==> config.mk <==
export PLATFORM = sky130hd
export DESIGN_NAME = dma_blk_reader
export DESIGN_NICKNAME = d
export VERILOG_FILES = /design/src/rtl/dma_blk_reader.sv
export SDC_FILE = /design/constraint.sdc
export NUM_CORES = 1
export LEC_CHECK = 0
export CAP_MARGIN = 20
export CORE_MARGIN = 3
export CORE_UTILIZATION = 54
export DETAILED_ROUTE_END_ITERATION = 12
export PLACE_DENSITY = 0.88
export SYNTH_ARGS = -nofsm -noshare
export SYNTH_HDL_FRONTEND = slang
export SYNTH_SLANG_ARGS = --single-unit
export TNS_END_PERCENT = 100
==> constraint.sdc <==
create_clock -name clk -period 7 [get_ports clk]
set_input_delay 1.4 -clock clk [delete_from_list [all_inputs] [get_ports clk]]
set_output_delay 1.4 -clock clk [all_outputs]
set_load 0.03 [all_outputs]
==> src/rtl/dma_blk_reader.sv <==
// AXI4 read master: fetches num_blocks blocks of BEATS_PER_BLOCK 64-bit beats and streams them out.
// Optional macro DMA_RD_4K_SPLIT_EN splits bursts at 4 KB boundaries.
module dma_blk_reader #(
  parameter int unsigned ADDR_W          = 32,
  parameter int unsigned BEATS_PER_BLOCK = 25,
  parameter int unsigned NBLK_W          = 16
) (
  input  logic              clk,
  input  logic              rst_n,
  input  logic              start,
  input  logic [ADDR_W-1:0] base_addr,
  input  logic [NBLK_W-1:0] num_blocks,
  output logic              busy,
  output logic              done,
  output logic              err,
  output logic              m_arvalid,
  input  logic              m_arready,
  output logic [ADDR_W-1:0] m_araddr,
  output logic [7:0]        m_arlen,
  output logic [2:0]        m_arsize,
  output logic [1:0]        m_arburst,
  input  logic              m_rvalid,
  output logic              m_rready,
  input  logic [63:0]       m_rdata,
  input  logic [1:0]        m_rresp,
  input  logic              m_rlast,
  output logic              dma_we,
  output logic [63:0]       dma_wdata
);

  localparam logic [8:0]        BeatsInit = 9'(BEATS_PER_BLOCK);
  localparam logic [ADDR_W-1:0] BlkBytes  = ADDR_W'(8 * BEATS_PER_BLOCK);

  typedef enum logic [1:0] {StIdle, StAddr, StData, StFin} state_e;

  state_e              state_q, state_d;
  logic [ADDR_W-1:0]   addr_q, addr_d;
  logic [ADDR_W-1:0]   blk_addr_q, blk_addr_d;
  logic [NBLK_W-1:0]   blk_left_q, blk_left_d;
  logic [8:0]          beats_left_q, beats_left_d;
  logic [8:0]          burst_left_q, burst_left_d;
  logic [7:0]          arlen_q, arlen_d;
  logic                err_q, err_d;
  logic                busy_q, busy_d;
  logic                done_q;
  logic                we_q;
  logic [63:0]         wdata_q;
  logic [8:0]          cur_burst;
  logic [9:0]          burst_cap;
  logic [9:0]          burst;

  assign cur_burst = {1'b0, arlen_q} + 9'd1;

  always_comb begin
    state_d      = state_q;
    addr_d       = addr_q;
    blk_addr_d   = blk_addr_q;
    blk_left_d   = blk_left_q;
    beats_left_d = beats_left_q;
    burst_left_d = burst_left_q;
    arlen_d      = arlen_q;
    err_d        = err_q;
    busy_d       = busy_q;
    burst_cap    = 10'd512;
    burst        = 10'd0;

    unique case (state_q)
      StIdle: begin
        if (start) begin
          busy_d       = 1'b1;
          err_d        = 1'b0;
          addr_d       = {base_addr[ADDR_W-1:3], 3'b000};
          blk_addr_d   = {base_addr[ADDR_W-1:3], 3'b000};
          blk_left_d   = num_blocks;
          beats_left_d = BeatsInit;
          state_d      = (num_blocks == '0) ? StFin : StAddr;
        end
      end
      StAddr: begin
        if (m_arready) begin
          burst_left_d = cur_burst;
          state_d      = StData;
        end
      end
      StData: begin
        if (m_rvalid) begin
          beats_left_d = beats_left_q - 9'd1;
          burst_left_d = burst_left_q - 9'd1;
          if (m_rresp != 2'b00) err_d = 1'b1;
          if (m_rlast != (burst_left_q == 9'd1)) err_d = 1'b1;
          // Burst ends on the beat count; RLAST is only checked, never trusted.
          if (burst_left_q == 9'd1) begin
            if (beats_left_q != 9'd1) begin
              addr_d  = addr_q + (ADDR_W'(cur_burst) << 3);
              state_d = StAddr;
            end else begin
              blk_left_d = blk_left_q - 1'b1;
              if (blk_left_q != NBLK_W'(1)) begin
                addr_d       = blk_addr_q + BlkBytes;
                blk_addr_d   = blk_addr_q + BlkBytes;
                beats_left_d = BeatsInit;
                state_d      = StAddr;
              end else begin
                state_d = StFin;
              end
            end
          end
        end
      end
      StFin: begin
        busy_d  = 1'b0;
        state_d = StIdle;
      end
      default: state_d = StIdle;
    endcase

`ifdef DMA_RD_4K_SPLIT_EN
    burst_cap = 10'd512 - {1'b0, addr_d[11:3]};
`else
    burst_cap = 10'd512;
`endif
    burst = ({1'b0, beats_left_d} < burst_cap) ? {1'b0, beats_left_d} : burst_cap;
    // AR fields are computed once on entry to StAddr so they stay stable until ARREADY.
    if (state_d == StAddr && state_q != StAddr) arlen_d = 8'(burst - 10'd1);
  end

  always_ff @(posedge clk or negedge rst_n) begin
    if (!rst_n) begin
      state_q      <= StIdle;
      addr_q       <= '0;
      blk_addr_q   <= '0;
      blk_left_q   <= '0;
      beats_left_q <= '0;
      burst_left_q <= '0;
      arlen_q      <= '0;
      err_q        <= 1'b0;
      busy_q       <= 1'b0;
      done_q       <= 1'b0;
      we_q         <= 1'b0;
      wdata_q      <= '0;
    end else begin
      state_q      <= state_d;
      addr_q       <= addr_d;
      blk_addr_q   <= blk_addr_d;
      blk_left_q   <= blk_left_d;
      beats_left_q <= beats_left_d;
      burst_left_q <= burst_left_d;
      arlen_q      <= arlen_d;
      err_q        <= err_d;
      busy_q       <= busy_d;
      done_q       <= (state_q == StFin);
      we_q         <= (state_q == StData) && m_rvalid;
      if ((state_q == StData) && m_rvalid) wdata_q <= m_rdata;
    end
  end

  assign m_arvalid = (state_q == StAddr);
  assign m_araddr  = addr_q;
  assign m_arlen   = arlen_q;
  assign m_arsize  = 3'd3;
  assign m_arburst = 2'b01;
  assign m_rready  = (state_q == StData);
  assign busy      = busy_q;
  assign done      = done_q;
  assign err       = err_q;
  assign dma_we    = we_q;
  assign dma_wdata = wdata_q;

endmodule
==> metrics.md <==
| Metric | Value |
|---|---|
| Status | `complete, no violations` |
| Antenna cells | `0` |
| Synth top area share | `0.440` |
| Boundary Pins | `between 200 and 250` |
| Final wirelength | `29.8 mm` |
| Post-CTS sizing | `0` |
| Worst Path Max Fanout | `73` |
| Die Area | `19700 um^2` |
| Antenna violations before repair | `0` |
| Peak VDD IR | `between 0.0002 and 0.0003 V` |
| Critical path launch point type | `input port` |
| Commonest non-fill, non-tap cells in the layout | `312 x nand2_1, 225 x clkdlybuf4s50_1, 171 x dfrtp_1` |
| Core ar. | `~17000 um^2` |
| Tot Pwr | `about 6200 uW` |
| Antenna-violating nets left | `0` |
| Placed cells | `approximately 1600` |
| Via count | `between 9000 and 10000` |
| Row count | `between 40 and 50` |
| Clock Skews | `about 10 ps` |
| Postcts setup bufs | `0` |
| Overflow left after global routing | `0` |
| WL per Instance | `roughly 19 um` |
| Slew @ Worst Pin | `972 ps` |
| Mean post-synth cell area | `between 8 and 9 um^2` |
| Die Y | `approximately 140 um` |
| Worst endpoint required time | `around 7300 ps` |
| Largest net degree at the start of global routing | `100` |
| Length of routed wiring on met1 | `about 12 mm` |
| Share of flip-flops with an asynchronous set or reset | `1.00` |
| Non-filler cells, final | `~1600` |
| Highest routing layer actually used | `met4` |
| Setup-failing EPs final | `0` |
| First-pass GRT wire length | `~48 mm` |
| Synth area leader | `dfrtp_1` |
| CTS H-tree depth | `4` |
| RSZ-0062 raised after global routing | `no` |
| Worst Hold Class | `flop to flop` |
| Period utilization | `0.617` |
| Final hold violation count | `0` |
| Clock transition at the registers of the reported paths | `around 70 ps` |
| CP max stage delay | `roughly 630 ps` |
| Vias/cell | `about 6` |
| IO Port Bufs | `roughly 230` |
| Clk sinks | `about 170` |
| Met2 Routed Length | `about 14 mm` |
| CP max-delay cell | `clkdlybuf4s50_1` |
| Pre-antenna DRT Iters | `5` |
| CTS Hold Bufs | `0` |
| Max clock buf depth | `2` |
| DR iter-0 viols | `960` |
| Initial Util | `0.557` |
| Layout Utilization | `0.727` |
| Ys Warns | `0` |
| Max-Slew Margin vs Limit | `0.352` |
| PwrDens | `between 400 and 500 nW/um^2` |
| Die width | `~140 um` |
| Sequential element share of the synthesized area | `0.440` |
| Final Net Count | `around 1500` |
| # DRC | `0` |
| Clock Latency Late Sink | `around 430 ps` |
| Setup CP Type | `input port to flop` |
| Met3 WL | `between 2 and 3 mm` |
| Gp weighted congestion | `between 0.9 and 1` |
| Syn-to-layout area delta | `30.5%` |
| Max_cap viols | `0` |
| Mapped cell area | `9730 um^2` |
| Via count of the first global-routing pass | `between 9000 and 10000` |
| TNS Setup | `0 ps` |
| Min Tclk post-route | `4320 ps` |
| Synthesized instance count | `between 1000 and 1500` |
| Crit path capture type | `flop` |
| Most common cell after layout, fill and taps aside | `nand2_1` |
| Leak | `0.00554 uW` |
| Final Max Tran Viols | `0` |
| Inserted Clock Buffers | `17` |
| Crit path max-delay family | `buffers and inverters` |
| Synth unique cells | `just over 70` |
| Total track usage | `0.298` |
| WP data arrival | `around 4600 ps` |
| EDFF count, synth | `0` |
| Dpl hpwl | `20.9 mm` |
| Most used DFF post-synth | `dfrtp_1` |
| Root Buffer Master | `clkbuf_16` |
| Most area-consuming cells after synthesis | `dfrtp_1 44%, nand2_1 12%, o21ai_0 4.8%` |
| Share of cells above drive strength 1 | `0.0485` |
| Synth Register Bits | `171` |
| Critical-path cell list | `clkdlybuf4s50_1 > nand2_2 > buf_4 > inv_2 > buf_4 > nand2_1 > a21oi_1 > inv_1 > or4_4 > xnor2_1 > mux2_2` |
| Crit-path most repeated cell | `buf_4` |
| F_max | `232 MHz` |
| Crit path buffers/inverters | `5` |
| CTS tree | `done` |
## power by group
group,switching [uW],internal [uW]
clock,446,553
sequential,495,1440
combinational,1990,1300
## Yosys cell counts (10+ instances only)
cell type	instances
nand2_1	313
dfrtp_1	171
o21ai_0	93
nor2_1	76
a21oi_1	73
clkbuf_1	50
nand3_1	43
inv_1	24
xor2_1	24
xnor2_1	21
ha_1	18
nor3_1	16
nand4_1	15
nor4_1	14
a31oi_1	13
o22ai_1	13
and3_1	12
o211ai_1	12
and2_1	11
buf_2	10
## state kept, by name, indices dropped and copies added (netlist names)
signal / count
dma_wdata: 64
m_araddr: 30
blk_addr_q: 29
blk_left_q: 16
beats_left_q: 9
burst_left_q: 9
m_arlen: 8
state_q: 2
busy: 1
dma_we: 1
done: 1
err: 1
## kinds of logic (layout without fill, tap and decap cells)
kind of cell | count (synthesis) | after routing | share of synthesized area
adder cells (fa/ha/maj) | 19 | 19 | 0.0252
flip-flops | 171 | 171 | 0.440
other | 2 | 5 | 0.000772
multiplexers | 5 | 5 | 0.00540
XOR/XNOR | 45 | 45 | 0.0405
buffers and inverters | 105 | 298 | 0.0451
AO/OA/AOI/OAI | 301 | 301 | 0.195
AND/OR/NAND/NOR | 537 | 537 | 0.248
## layout make-up
cell class              count  area, um^2
well taps                 225         282
repair buffers            240        2390
clock inverters            14         173
clock buffers              18         439
inverters                  26        97.6
fillers                  1279        4780
flip-flops and latches    171        4280
multi-input cells         912        5040
## layer usage
metal | vias up | GRT usage
li1 | 4509 | -
met1 | 4582 | 0.389
met2 | 505 | 0.488
met3 | 75 | 0.0768
met4 | 0 | 0.0999
met5 | - | 0
## per-stage QoR
stage | hold slack (ps) | worst slack (ps) | cell area, um^2
2_1_floorplan | 449 | 3750 | 9740
3_3_place_gp | 457 | 2270 | 12100
3_5_place_dp | 462 | 2240 | 12100
4_1_cts | 479 | 2680 | 12700
5_1_grt | 503 | 2500 | 12700
6_report | 481 | 2680 | 12700
## tightest hold or removal path: cells and delay by family (launching register included)
family        cells  cell delay (ps)
flops             1              340
simple gates      2              110
## worst paths after layout
path,from,endpoint,slack [ps],depth (start not counted)
setup / recovery,m_rvalid,m_arlen[5],2680,11
hold / removal,dma_wdata[43],dma_wdata[43],480,2
setup reg to reg,m_arlen[0],m_araddr[31],3380,11
hold reg to reg,dma_wdata[43],dma_wdata[43],480,2
max in group asynchronous,rst_n,m_araddr[31],4450,2
min in group asynchronous,rst_n,dma_wdata[32],1040,1
(Power assumes the default switching activity.)
